==> src/rtl/decode_stage_buf.sv <==
// ---------------------------------------------------------------------------
// decode_stage_buf
//
// D-stage of the five-stage MIPS pipeline.  Instructions from F are held in
// a DEPTH-entry circular buffer.  The head entry is decoded combinationally
// and checked for hazards (Tuse/Tnew) against the D/E register and the M
// stage.  When it is clear and E can take a new entry, the head moves into
// the registered D/E pipeline register.
//
// Optional feature macro: DECODE_EXT_EN
//   When defined, the decoder also accepts and, or, slt, sltu, andi, bne and
//   sra, and d_onehot grows from 17 to 24 bits.  When undefined, those
//   encodings decode as illegal.
//
// Ports
//   clk, reset          rising-edge clock, asynchronous active-low reset
//   f_valid/f_ready     F-side handshake; f_ready is high while not full
//   f_instr, f_pc       instruction word and its PC offered by F
//   flush               synchronous redirect, empties buffer and D/E reg
//   m_wr, m_a3, m_tnew  M-stage write enable, destination and Tnew
//   d_valid/d_ready     E-side handshake for the D/E register
//   d_instr, d_pc       registered instruction and PC
//   d_rs, d_rt, d_a3    source and destination register fields
//   d_rfwr, d_tnew      GRF write enable and Tnew at E
//   d_onehot            one-hot instruction class
//   d_illegal           undecodable instruction
//   stall               head of buffer blocked by a hazard
// ---------------------------------------------------------------------------
module decode_stage_buf #(
    parameter int DEPTH = 4,
    parameter int PC_W  = 32,
`ifdef DECODE_EXT_EN
    localparam int NINS = 24
`else
    localparam int NINS = 17
`endif
) (
    input  logic            clk,
    input  logic            reset,
    input  logic            f_valid,
    output logic            f_ready,
    input  logic [31:0]     f_instr,
    input  logic [PC_W-1:0] f_pc,
    input  logic            flush,
    input  logic            m_wr,
    input  logic [4:0]      m_a3,
    input  logic [1:0]      m_tnew,
    output logic            d_valid,
    input  logic            d_ready,
    output logic [31:0]     d_instr,
    output logic [PC_W-1:0] d_pc,
    output logic [4:0]      d_rs,
    output logic [4:0]      d_rt,
    output logic [4:0]      d_a3,
    output logic            d_rfwr,
    output logic [1:0]      d_tnew,
    output logic [NINS-1:0] d_onehot,
    output logic            d_illegal,
    output logic            stall
);

    localparam int AW = $clog2(DEPTH);
    localparam int CW = AW + 1;

    logic [31:0]     mem_instr [DEPTH];
    logic [PC_W-1:0] mem_pc    [DEPTH];
    logic [AW-1:0]   wr_ptr, rd_ptr;
    logic [CW-1:0]   count;

    logic            head_valid, push, pop;
    logic [31:0]     h_instr;
    logic [5:0]      opcode, funct;
    logic [4:0]      rs, rt, rd;

    logic [NINS-1:0] onehot;
    logic            illegal;
    logic            alu_r, shift, alu_i, is_lui, load, store, br, is_jal, is_jalr, is_jr;
    logic [4:0]      a3;
    logic [1:0]      tnew, tuse_rs, tuse_rt;
    logic            use_rs, use_rt, rfwr;
    logic            haz_rs, haz_rt;

    // f_ready comes from the registered count only, so d_ready never
    // reaches it combinationally; a full buffer refuses F even on a pop.
    assign f_ready    = (count != CW'(DEPTH));
    assign head_valid = (count != '0);
    assign push       = f_valid && f_ready && !flush;
    assign pop        = head_valid && !stall && (!d_valid || d_ready) && !flush;

    assign h_instr = mem_instr[rd_ptr];
    assign opcode  = h_instr[31:26];
    assign rs      = h_instr[25:21];
    assign rt      = h_instr[20:16];
    assign rd      = h_instr[15:11];
    assign funct   = h_instr[5:0];

    // Storage carries no reset: count alone decides which entries are live.
    always_ff @(posedge clk) begin
        if (push) begin
            mem_instr[wr_ptr] <= f_instr;
            mem_pc[wr_ptr]    <= f_pc;
        end
    end

    // Pointers wrap naturally because DEPTH is a power of two.
    always_ff @(posedge clk or negedge reset) begin
        if (!reset) begin
            wr_ptr <= '0;
            rd_ptr <= '0;
            count  <= '0;
        end else if (flush) begin
            wr_ptr <= '0;
            rd_ptr <= '0;
            count  <= '0;
        end else begin
            if (push) wr_ptr <= wr_ptr + 1'b1;
            if (pop)  rd_ptr <= rd_ptr + 1'b1;
            count <= count + CW'(push) - CW'(pop);
        end
    end

    // Instruction class decode; R-type entries require opcode 0.
    always_comb begin
        onehot = '0;
        if (opcode == 6'h00) begin
            case (funct)
                6'h21: onehot[0]  = 1'b1;
                6'h23: onehot[1]  = 1'b1;
                6'h09: onehot[14] = 1'b1;
                6'h08: onehot[15] = 1'b1;
                6'h00: onehot[16] = 1'b1;
`ifdef DECODE_EXT_EN
                6'h24: onehot[17] = 1'b1;
                6'h25: onehot[18] = 1'b1;
                6'h2a: onehot[19] = 1'b1;
                6'h2b: onehot[20] = 1'b1;
                6'h03: onehot[23] = 1'b1;
`endif
                default: ;
            endcase
        end else begin
            case (opcode)
                6'h0d: onehot[2]  = 1'b1;
                6'h0f: onehot[3]  = 1'b1;
                6'h08: onehot[4]  = 1'b1;
                6'h23: onehot[5]  = 1'b1;
                6'h21: onehot[6]  = 1'b1;
                6'h20: onehot[7]  = 1'b1;
                6'h2b: onehot[8]  = 1'b1;
                6'h29: onehot[9]  = 1'b1;
                6'h28: onehot[10] = 1'b1;
                6'h04: onehot[11] = 1'b1;
                6'h02: onehot[12] = 1'b1;
                6'h03: onehot[13] = 1'b1;
`ifdef DECODE_EXT_EN
                6'h0c: onehot[21] = 1'b1;
                6'h05: onehot[22] = 1'b1;
`endif
                default: ;
            endcase
        end
        illegal = (onehot == '0);
    end

    // Group classes that share A3/Tuse/Tnew behaviour.
    always_comb begin
        alu_r   = onehot[0] | onehot[1];
        shift   = onehot[16];
        alu_i   = onehot[2] | onehot[4];
        is_lui  = onehot[3];
        load    = onehot[5] | onehot[6] | onehot[7];
        store   = onehot[8] | onehot[9] | onehot[10];
        br      = onehot[11];
        is_jal  = onehot[13];
        is_jalr = onehot[14];
        is_jr   = onehot[15];
`ifdef DECODE_EXT_EN
        alu_r   = alu_r | onehot[17] | onehot[18] | onehot[19] | onehot[20];
        alu_i   = alu_i | onehot[21];
        br      = br | onehot[22];
        shift   = shift | onehot[23];
`endif
    end

    // Destination, Tnew at E, and when each source is first needed.
    always_comb begin
        a3      = '0;
        tnew    = '0;
        use_rs  = 1'b0;
        use_rt  = 1'b0;
        tuse_rs = '0;
        tuse_rt = '0;
        if (alu_r) begin
            a3 = rd; tnew = 2'd1;
            use_rs = 1'b1; tuse_rs = 2'd1;
            use_rt = 1'b1; tuse_rt = 2'd1;
        end
        if (shift) begin
            a3 = rd; tnew = 2'd1;
            use_rt = 1'b1; tuse_rt = 2'd1;
        end
        if (alu_i) begin
            a3 = rt; tnew = 2'd1;
            use_rs = 1'b1; tuse_rs = 2'd1;
        end
        if (is_lui) begin
            a3 = rt; tnew = 2'd1;
        end
        if (load) begin
            a3 = rt; tnew = 2'd2;
            use_rs = 1'b1; tuse_rs = 2'd1;
        end
        if (store) begin
            use_rs = 1'b1; tuse_rs = 2'd1;
            use_rt = 1'b1; tuse_rt = 2'd2;
        end
        if (br) begin
            use_rs = 1'b1;
            use_rt = 1'b1;
        end
        if (is_jal) begin
            a3 = 5'd31;
        end
        if (is_jalr) begin
            a3 = rd;
            use_rs = 1'b1;
        end
        if (is_jr) begin
            use_rs = 1'b1;
        end
        rfwr = (a3 != 5'd0);
    end

    // A producer blocks the head when its result is still further away
    // than the head's first use of that register; $0 never conflicts.
    always_comb begin
        haz_rs = use_rs && (rs != 5'd0) &&
                 ((d_valid && d_rfwr && (d_a3 == rs) && (d_tnew > tuse_rs)) ||
                  (m_wr && (m_a3 == rs) && (m_tnew > tuse_rs)));
        haz_rt = use_rt && (rt != 5'd0) &&
                 ((d_valid && d_rfwr && (d_a3 == rt) && (d_tnew > tuse_rt)) ||
                  (m_wr && (m_a3 == rt) && (m_tnew > tuse_rt)));
        stall  = head_valid && (haz_rs || haz_rt);
    end

    // D/E register: load on pop, drop to a bubble when E takes the entry
    // and nothing replaces it, hold everything while E is not ready.
    always_ff @(posedge clk or negedge reset) begin
        if (!reset) begin
            d_valid   <= 1'b0;
            d_instr   <= '0;
            d_pc      <= '0;
            d_rs      <= '0;
            d_rt      <= '0;
            d_a3      <= '0;
            d_rfwr    <= 1'b0;
            d_tnew    <= '0;
            d_onehot  <= '0;
            d_illegal <= 1'b0;
        end else if (flush) begin
            d_valid <= 1'b0;
        end else if (pop) begin
            d_valid   <= 1'b1;
            d_instr   <= h_instr;
            d_pc      <= mem_pc[rd_ptr];
            d_rs      <= rs;
            d_rt      <= rt;
            d_a3      <= a3;
            d_rfwr    <= rfwr;
            d_tnew    <= tnew;
            d_onehot  <= onehot;
            d_illegal <= illegal;
        end else if (d_ready) begin
            d_valid <= 1'b0;
        end
    end

endmodule

==> config.mk <==
export PLATFORM = sky130hd
export DESIGN_NAME = decode_stage_buf
export DESIGN_NICKNAME = d
export VERILOG_FILES = /design/src/rtl/decode_stage_buf.sv
export SDC_FILE = /design/constraint.sdc
export NUM_CORES = 1
export LEC_CHECK = 0
export ABC_AREA = 1
export ABC_CLOCK_PERIOD_IN_PS = 4050
export CAP_MARGIN = 20
export CELL_PAD_IN_SITES_DETAIL_PLACEMENT = 1
export CELL_PAD_IN_SITES_GLOBAL_PLACEMENT = 1
export CORE_ASPECT_RATIO = 0.8
export CORE_MARGIN = 2
export CORE_UTILIZATION = 40
export CTS_CLUSTER_SIZE = 12
export DETAILED_ROUTE_END_ITERATION = 16
export PLACE_DENSITY_LB_ADDON = 0.1
export RECOVER_POWER = 50
export SETUP_SLACK_MARGIN = 0.02
export SYNTH_ARGS = -nofsm -noshare
export SYNTH_HDL_FRONTEND = slang
export SYNTH_SLANG_ARGS = --single-unit
==> constraint.sdc <==
create_clock -name clk -period 4.05 [get_ports clk]
set_clock_uncertainty 0.15 [all_clocks]
set_input_delay 0.81 -clock clk [delete_from_list [all_inputs] [get_ports clk]]
set_output_delay 0.81 -clock clk [all_outputs]
set_load 0.03 [all_outputs]
== Word-level counts from Yosys, hierarchy flattened ==
Memory sizes are Yosys's and may differ from the RTL's. A register that Yosys moved wholly into a read port is not among the register bits.
Index checks and enable logic that the tools add are counted.
Operators by class
  add/sub/neg operators: 4
  $mul: 0
  div/mod/pow operators: 0
  magnitude comparators: 4
  eq/ne operators: 21
  shifts and indexed selects: 0
  mux-type cells: 56
  bitwise operators: 7
  reductions and logical operators: 38
Operator list (number)
  6-bit == test (second input constant): 8
  5-bit 2-to-1 mux: 7
  1-bit 2-to-1 mux: 33
  6-bit by 4-bit == test with 1-bit output (second input constant): 5
  2-bit 2-to-1 mux: 13
  5-bit == test: 4
  1-bit logical AND: 19
  17-bit zero test: 1
  5-bit nonzero test: 3
  6-bit by 2-bit == test with 1-bit output (second input constant): 2
  6-bit zero test: 2
  12-bit 2-to-1 mux: 1
  2-bit > comparator: 4
  6-bit by 3-bit == test with 1-bit output (second input constant): 1
  3-bit 2-to-1 mux: 2
  1-bit bitwise OR: 6
  3-bit nonzero test: 2
  2-bit by 1-bit adder with 2-bit output (second input constant): 2
  1-bit zero test: 4
  1-bit logical OR: 4
  2-bit nonzero test: 2
  3-bit by 1-bit adder with 3-bit output: 1
  3-bit inequality test (second input constant): 1
  3-bit by 1-bit subtractor with 3-bit output: 1
  2 further kinds: 2
Storage, ports and cells
  register bits: 76
  bits in latches: 0
  memory bits (writable): 256
  memory bits (read-only): 0
  input port bits: 77
  output and inout bits: 103
  memories kept: 2
Memory list
  mem_instr: words 4, width 32, read ports 1, clocked after Yosys merged registers in 0, write ports 1, line 65  | logic [31:0] mem_instr [DEPTH];
  mem_pc: words 4, width 32, read ports 1, clocked after Yosys merged registers in 1, write ports 1, line 66  | logic [PC_W-1:0] mem_pc [DEPTH];

== Logic depth before layout (Yosys ltp) ==
An unclocked memory read counts as a cell.
  depth after elaboration: 22
  depth in mapped cells: 33

== Worst setup path before layout ==
No wires, ideal clock.
  kind: in2reg
  start point: input flush
  end point: memory mem_instr[0][0] (enable)
  setup time: 486 ps
  data arrival time: 4120 ps
  slack: -706 ps
  stages on the path: 5
  buffers on the path: 2
  cell sequence: clkbuf_1 clkbuf_1 nor2_1 inv_1 nor2_1
On the way
  word-level cells in the longest chain between the ends: 4
Ends and longest elaborated chain
  from (decl): line 44  | input logic flush,
  1-bit zero test: line 87  | assign push = f_valid && f_ready && !flush;
  1-bit logical AND: line 87
  1-bit 2-to-1 mux: line 99  | if (push) begin
  1-bit 2-to-1 mux (not written as such): line 100  | mem_instr[wr_ptr] <= f_instr;
  to (decl): line 65
No other way between the ends.

== Worst setup path in the final report ==
  start point: register rd_ptr[0]
  end point: output stall
On the way
  word-level cells in the longest chain between the ends: 16
  elaborated cells on any way between the ends: 81
Ends and longest elaborated chain
  from (decl): line 67  | logic [AW-1:0] wr_ptr, rd_ptr;
  from (signal assigned): line 117  | if (pop) rd_ptr <= rd_ptr + 1'b1;
  memory read 4 x 32 bit (*)
  6-bit == test: line 126  | case (funct)
  1-bit 2-to-1 mux: line 126
  2-bit 2-to-1 mux: line 125  | if (opcode == 6'h00) begin
  1-bit bitwise OR: line 167  | alu_r = onehot[0] | onehot[1];
  1-bit 2-to-1 mux: line 193  | if (alu_r) begin
  1-bit 2-to-1 mux: line 202  | if (alu_i) begin
  1-bit 2-to-1 mux: line 209  | if (load) begin
  1-bit 2-to-1 mux: line 213  | if (store) begin
  1-bit 2-to-1 mux: line 217  | if (br) begin
  1-bit 2-to-1 mux: line 224  | if (is_jalr) begin
  1-bit 2-to-1 mux: line 228  | if (is_jr) begin
  1-bit logical AND (2 in a row): line 237  | haz_rs = use_rs && (rs != 5'd0) &&
  1-bit logical OR (*): line 243  | stall = head_valid && (haz_rs || haz_rt);
  1-bit logical AND (*): line 243
  to (decl): line 59  | output logic stall
Every way passes the cells marked *; elsewhere a longest branch is shown, timed or not.

==> flow_summary.rst <==
.. list-table::
   :header-rows: 1

   * - Metric
     - Value
   * - Status
     - complete, but fails checks
   * - Violated checks
     - max-capacitance violations, max-slew violations, negative setup slack
   * - Number of buffers on the longest clock path
     - 3
   * - Yosys top cell area share
     - 49.7%
   * - Register area share after synthesis
     - 65.5%
   * - VDD IR max
     - ~0.37 mV
   * - Number of DRC violations after detailed-routing iteration 0
     - 811
   * - Die footprint
     - 0.0403 sq mm
   * - Static leakage power
     - ~0.0084 uW
   * - Number of global-route vias before repair
     - 12,400
   * - Cell total after placement
     - 2,090
   * - Fraction of registers with async set/reset
     - 27.7%
   * - Layout net count
     - 1,799
   * - Transition time at the pin with the least slew margin
     - 2610 ps
   * - Final hold slack
     - 445 ps
   * - Highest-count cells in the layout ignoring fill and taps
     - edfxtp_1, nand2_1, inv_1
   * - Number of cell rows
     - 64
   * - Ports
     - 180
   * - Drt wl/cell
     - 22.1 um
   * - Final Max Tran Viols
     - 132
   * - Number of synthesized flops with an enable pin
     - 256
   * - Global-route wire length before repair
     - ~74 mm
   * - TritonCTS buffer count
     - 39
   * - Number of port buffers
     - 179
   * - Peak Freq
     - approximately 0.22 GHz
   * - Worst-case headroom to the max-slew limit
     - -74.0%
   * - Placement-stage worst setup slack
     - -152 ps
   * - Final Critical Period
     - 4640 ps
   * - Count of max-cap constraint violations
     - 3
   * - Worst setup path startpoint
     - rd_ptr[0]$_DFFE_PN0P_
   * - Antenna violations before repair
     - 1
   * - Most numerous cell on the critical path
     - nand2_4
   * - Areal power density over the cells
     - 762 mW/mm^2
   * - Global router's overall resource usage
     - between 20% and 30%
   * - Most common library cell in the layout ignoring fill and taps
     - edfxtp_1
   * - Clock Sinks
     - between 300 and 400
   * - Largest stage delay on the critical path
     - 580 ps
   * - Total of flip-flops plus latches after synthesis
     - 354
   * - Synth Net Count
     - 1,524
   * - Count of unresolved DRC violations after routing
     - 0
   * - Die Wd
     - about 220 um
   * - WHS Path Cells
     - 3
   * - Synthesized area
     - around 0.015 sq mm
   * - Type of the worst setup path
     - reg2out
   * - Number of vias in the routed layout
     - between 10,000 and 15,000
   * - Reg-to-reg startpoint
     - rd_ptr[0]$_DFFE_PN0P_
   * - Min-Delay Startpoint
     - d_instr[31]$_DFFE_PN0P_
   * - Cell with the largest stage delay on the worst path
     - dfrtp_4
   * - Ant diodes
     - 0
   * - HPWL after detailed placement
     - 29.1 mm
   * - Number of iterations in the first detailed-routing pass
     - 5
   * - Global-route met1 utilization
     - 33.4%
   * - Depth of the CTS H-tree
     - 2
   * - Clock-pin slew of the registers on the worst-case setup and hold paths
     - 60 ps
   * - Number of nets with antenna violations after detailed routing
     - 0
   * - Number of different library cells in the post-synthesis netlist
     - 33
   * - Most Used Layer, Global Route
     - met2
   * - Met2 Resource Use GR
     - slightly below 40%
   * - Critical Path Start Type
     - flop
   * - Syn_area_per_cell
     - 10.8 sq um
   * - Final cycle utilization of the critical path
     - 114%
   * - Clock tree from TritonCTS
     - built
   * - Total congestion overflow
     - 0
   * - CP endpoint kind
     - output pin
   * - Total routed wirelength
     - 49.5 mm
   * - Synth Flop Type
     - edfxtp_1
   * - Post-Syn Instances
     - approximately 1,400
   * - Pin count of the biggest net entering global routing
     - 78
   * - Final worst slack
     - -585 ps
   * - Required time reported for the critical path endpoint
     - 3090 ps
   * - Initial Util
     - 40.5%
   * - Depth of the worst register-to-register path
     - 28
   * - Endpoint arrival time on the critical path
     - 3680 ps
   * - Final weighted congestion in routability-driven placement
     - 0.841
   * - Path type of the worst min-delay path
     - reg2reg
   * - Critical path peak fanout
     - 6
   * - RSZ-0062 raised after global routing
     - yes
   * - Final-layout setup total negative slack
     - -1240 ps
   * - Vias per cell
     - between 5 and 6
   * - Core footprint
     - about 0.038 sq mm
   * - Clk_lat worst skew
     - 540 ps
   * - Final-report setup violation count
     - 3
   * - Met3 Usage GRT
     - under 10%
   * - Area growth from synthesis to final layout
     - 31.9%
   * - Hold Fails Final Rpt
     - 0
   * - Quantity of hold-fixing buffers added after cts
     - 0
   * - Clock root buffer
     - clkbuf_16
   * - Final non-filler cell total
     - 2,236
   * - Height of the die
     - ~180 um
   * - Top area cells in the synthesized netlist
     - edfxtp_1, dfrtp_1, nand2_1
   * - Fraction of layout cells with a size suffix above 1
     - 17.0%
   * - Cell type contributing the most total cell area after synthesis
     - edfxtp_1
   * - Cell Chain, Critical Path
     - buf_6 > buf_16 > nand2_1 > nand3_2 > nand2_4 > nor2_2 > nand3_2 > inv_2 > nand2_4 > nand2_4 > nor3_4 > inv_2 > ha_4 > nor2_2 > o21ai_1 > a21oi_1 > nand4_1 > nand2_1 > o211ai_2 > buf_4 > a21boi_2 > buf_6 > buf_12
   * - Number of warnings printed during yosys synthesis
     - 0
final timing paths:
kind | endpoint | slack [ps]
worst max-delay path | stall | -590
worst min-delay path | d_instr[31]$_DFFE_PN0P_ | 450
worst max register to register | count[1]$_DFF_PN0_ | -330
worst min register to register | d_instr[31]$_DFFE_PN0P_ | 450
max in group asynchronous | rd_ptr[1]$_DFFE_PN0P_ | 620
min in group asynchronous | d_onehot[9]$_DFFE_PN0P_ | 870
state kept, by name (all words and copies together) (netlist names):
| name | flops |
|---|---|
| count | 3 |
| d_a3 | 5 |
| d_illegal | 1 |
| d_instr | 32 |
| d_onehot | 17 |
| d_pc | 32 |
| d_rfwr | 1 |
| d_tnew | 2 |
| d_valid | 1 |
| mem_instr | 128 |
| mem_pc | 128 |
| rd_ptr | 2 |
| wr_ptr | 2 |
layer usage:
layer | vias up | routed length, um
met5 | - | 7
met1 | 5970 | 22300
met3 | 81 | 2300
met2 | 310 | 23700
li1 | 5436 | -
met4 | 2 | 1120
critical path: cells and delay by family, from the launching register on:
| kind | cells | cell delay [ps] |
|---|---|---|
| buf+inv | 7 | 830 |
| compound gates | 4 | 420 |
| simple gates | 11 | 1050 |
| fa+ha+maj | 1 | 210 |
| flops | 1 | 580 |
logic make-up after synthesis:
| family | count (synthesis) | share of synthesized area (%) |
|---|---|---|
| DFF | 354 | 65.5 |
| adders and majority gates | 11 | 0.938 |
| buffers and inverters | 247 | 7.49 |
| AOI/OAI and AO/OA | 245 | 9.94 |
| xor gates and xnor gates | 6 | 0.339 |
| and+or+nand+nor | 573 | 15.8 |
Yosys cell counts (2+ instances only):
library cell	n
xnor2_1	2
buf_4	20
buf_1	6
nand2_1	252
nand3_1	153
nand4_1	6
edfxtp_1	256
buf_2	6
inv_1	145
nand2_2	10
nor4_1	7
ha_1	10
nand3_2	2
dfrtp_1	98
a21oi_1	8
o21ai_0	91
xor2_1	4
nor3_1	9
or2_2	2
a21boi_0	2
inv_2	7
o211ai_1	6
o21bai_1	90
o22ai_1	46
buf_6	20
nor2_1	128
nor2_2	2
clkbuf_1	43
area by class of cell:
cell class                      count  area, sq um
Clock buffer                       57         1100
Timing Repair Buffer              327         3300
Timing Repair inverter              2         22.5
Sequential cell                   354        10100
Inverter                          152          584
Clock inverter                     14          103
Fill cell                        4071        17800
Tap cell                          495          619
Multi-Input combinational cell    835         4540
metrics by stage:
step / instance area, sq um / util, % / total power (uW)
floorplan: 15500 / - / 8590
global placement: 18100 / 47.3 / 10700
detailed placement: 18100 / 47.3 / 10900
CTS: 20200 / 52.9 / 15000
global route: 20400 / 53.4 / 16400
finish: 20400 / 53.4 / 15600
what timing repair did:
item	in CTS	in global routing
hold endpoints to repair	0	0
setup buffers	66	15
gates cloned	6	7
pin swaps	38	29
resized for setup	88	27
endpoints found under the setup margin	53	92
report_power, final:
group / switching (uW) / internal, uW / total, uW / leakage, uW
Sequential: 400 / 4470 / 4870 / 0.00357
Combinational: 4300 / 2980 / 7290 / 0.00425
Clock: 1440 / 1960 / 3400 / 0.000592
Total: 6150 / 9410 / 15600 / 0.00841
(Power assumes the default switching activity.)
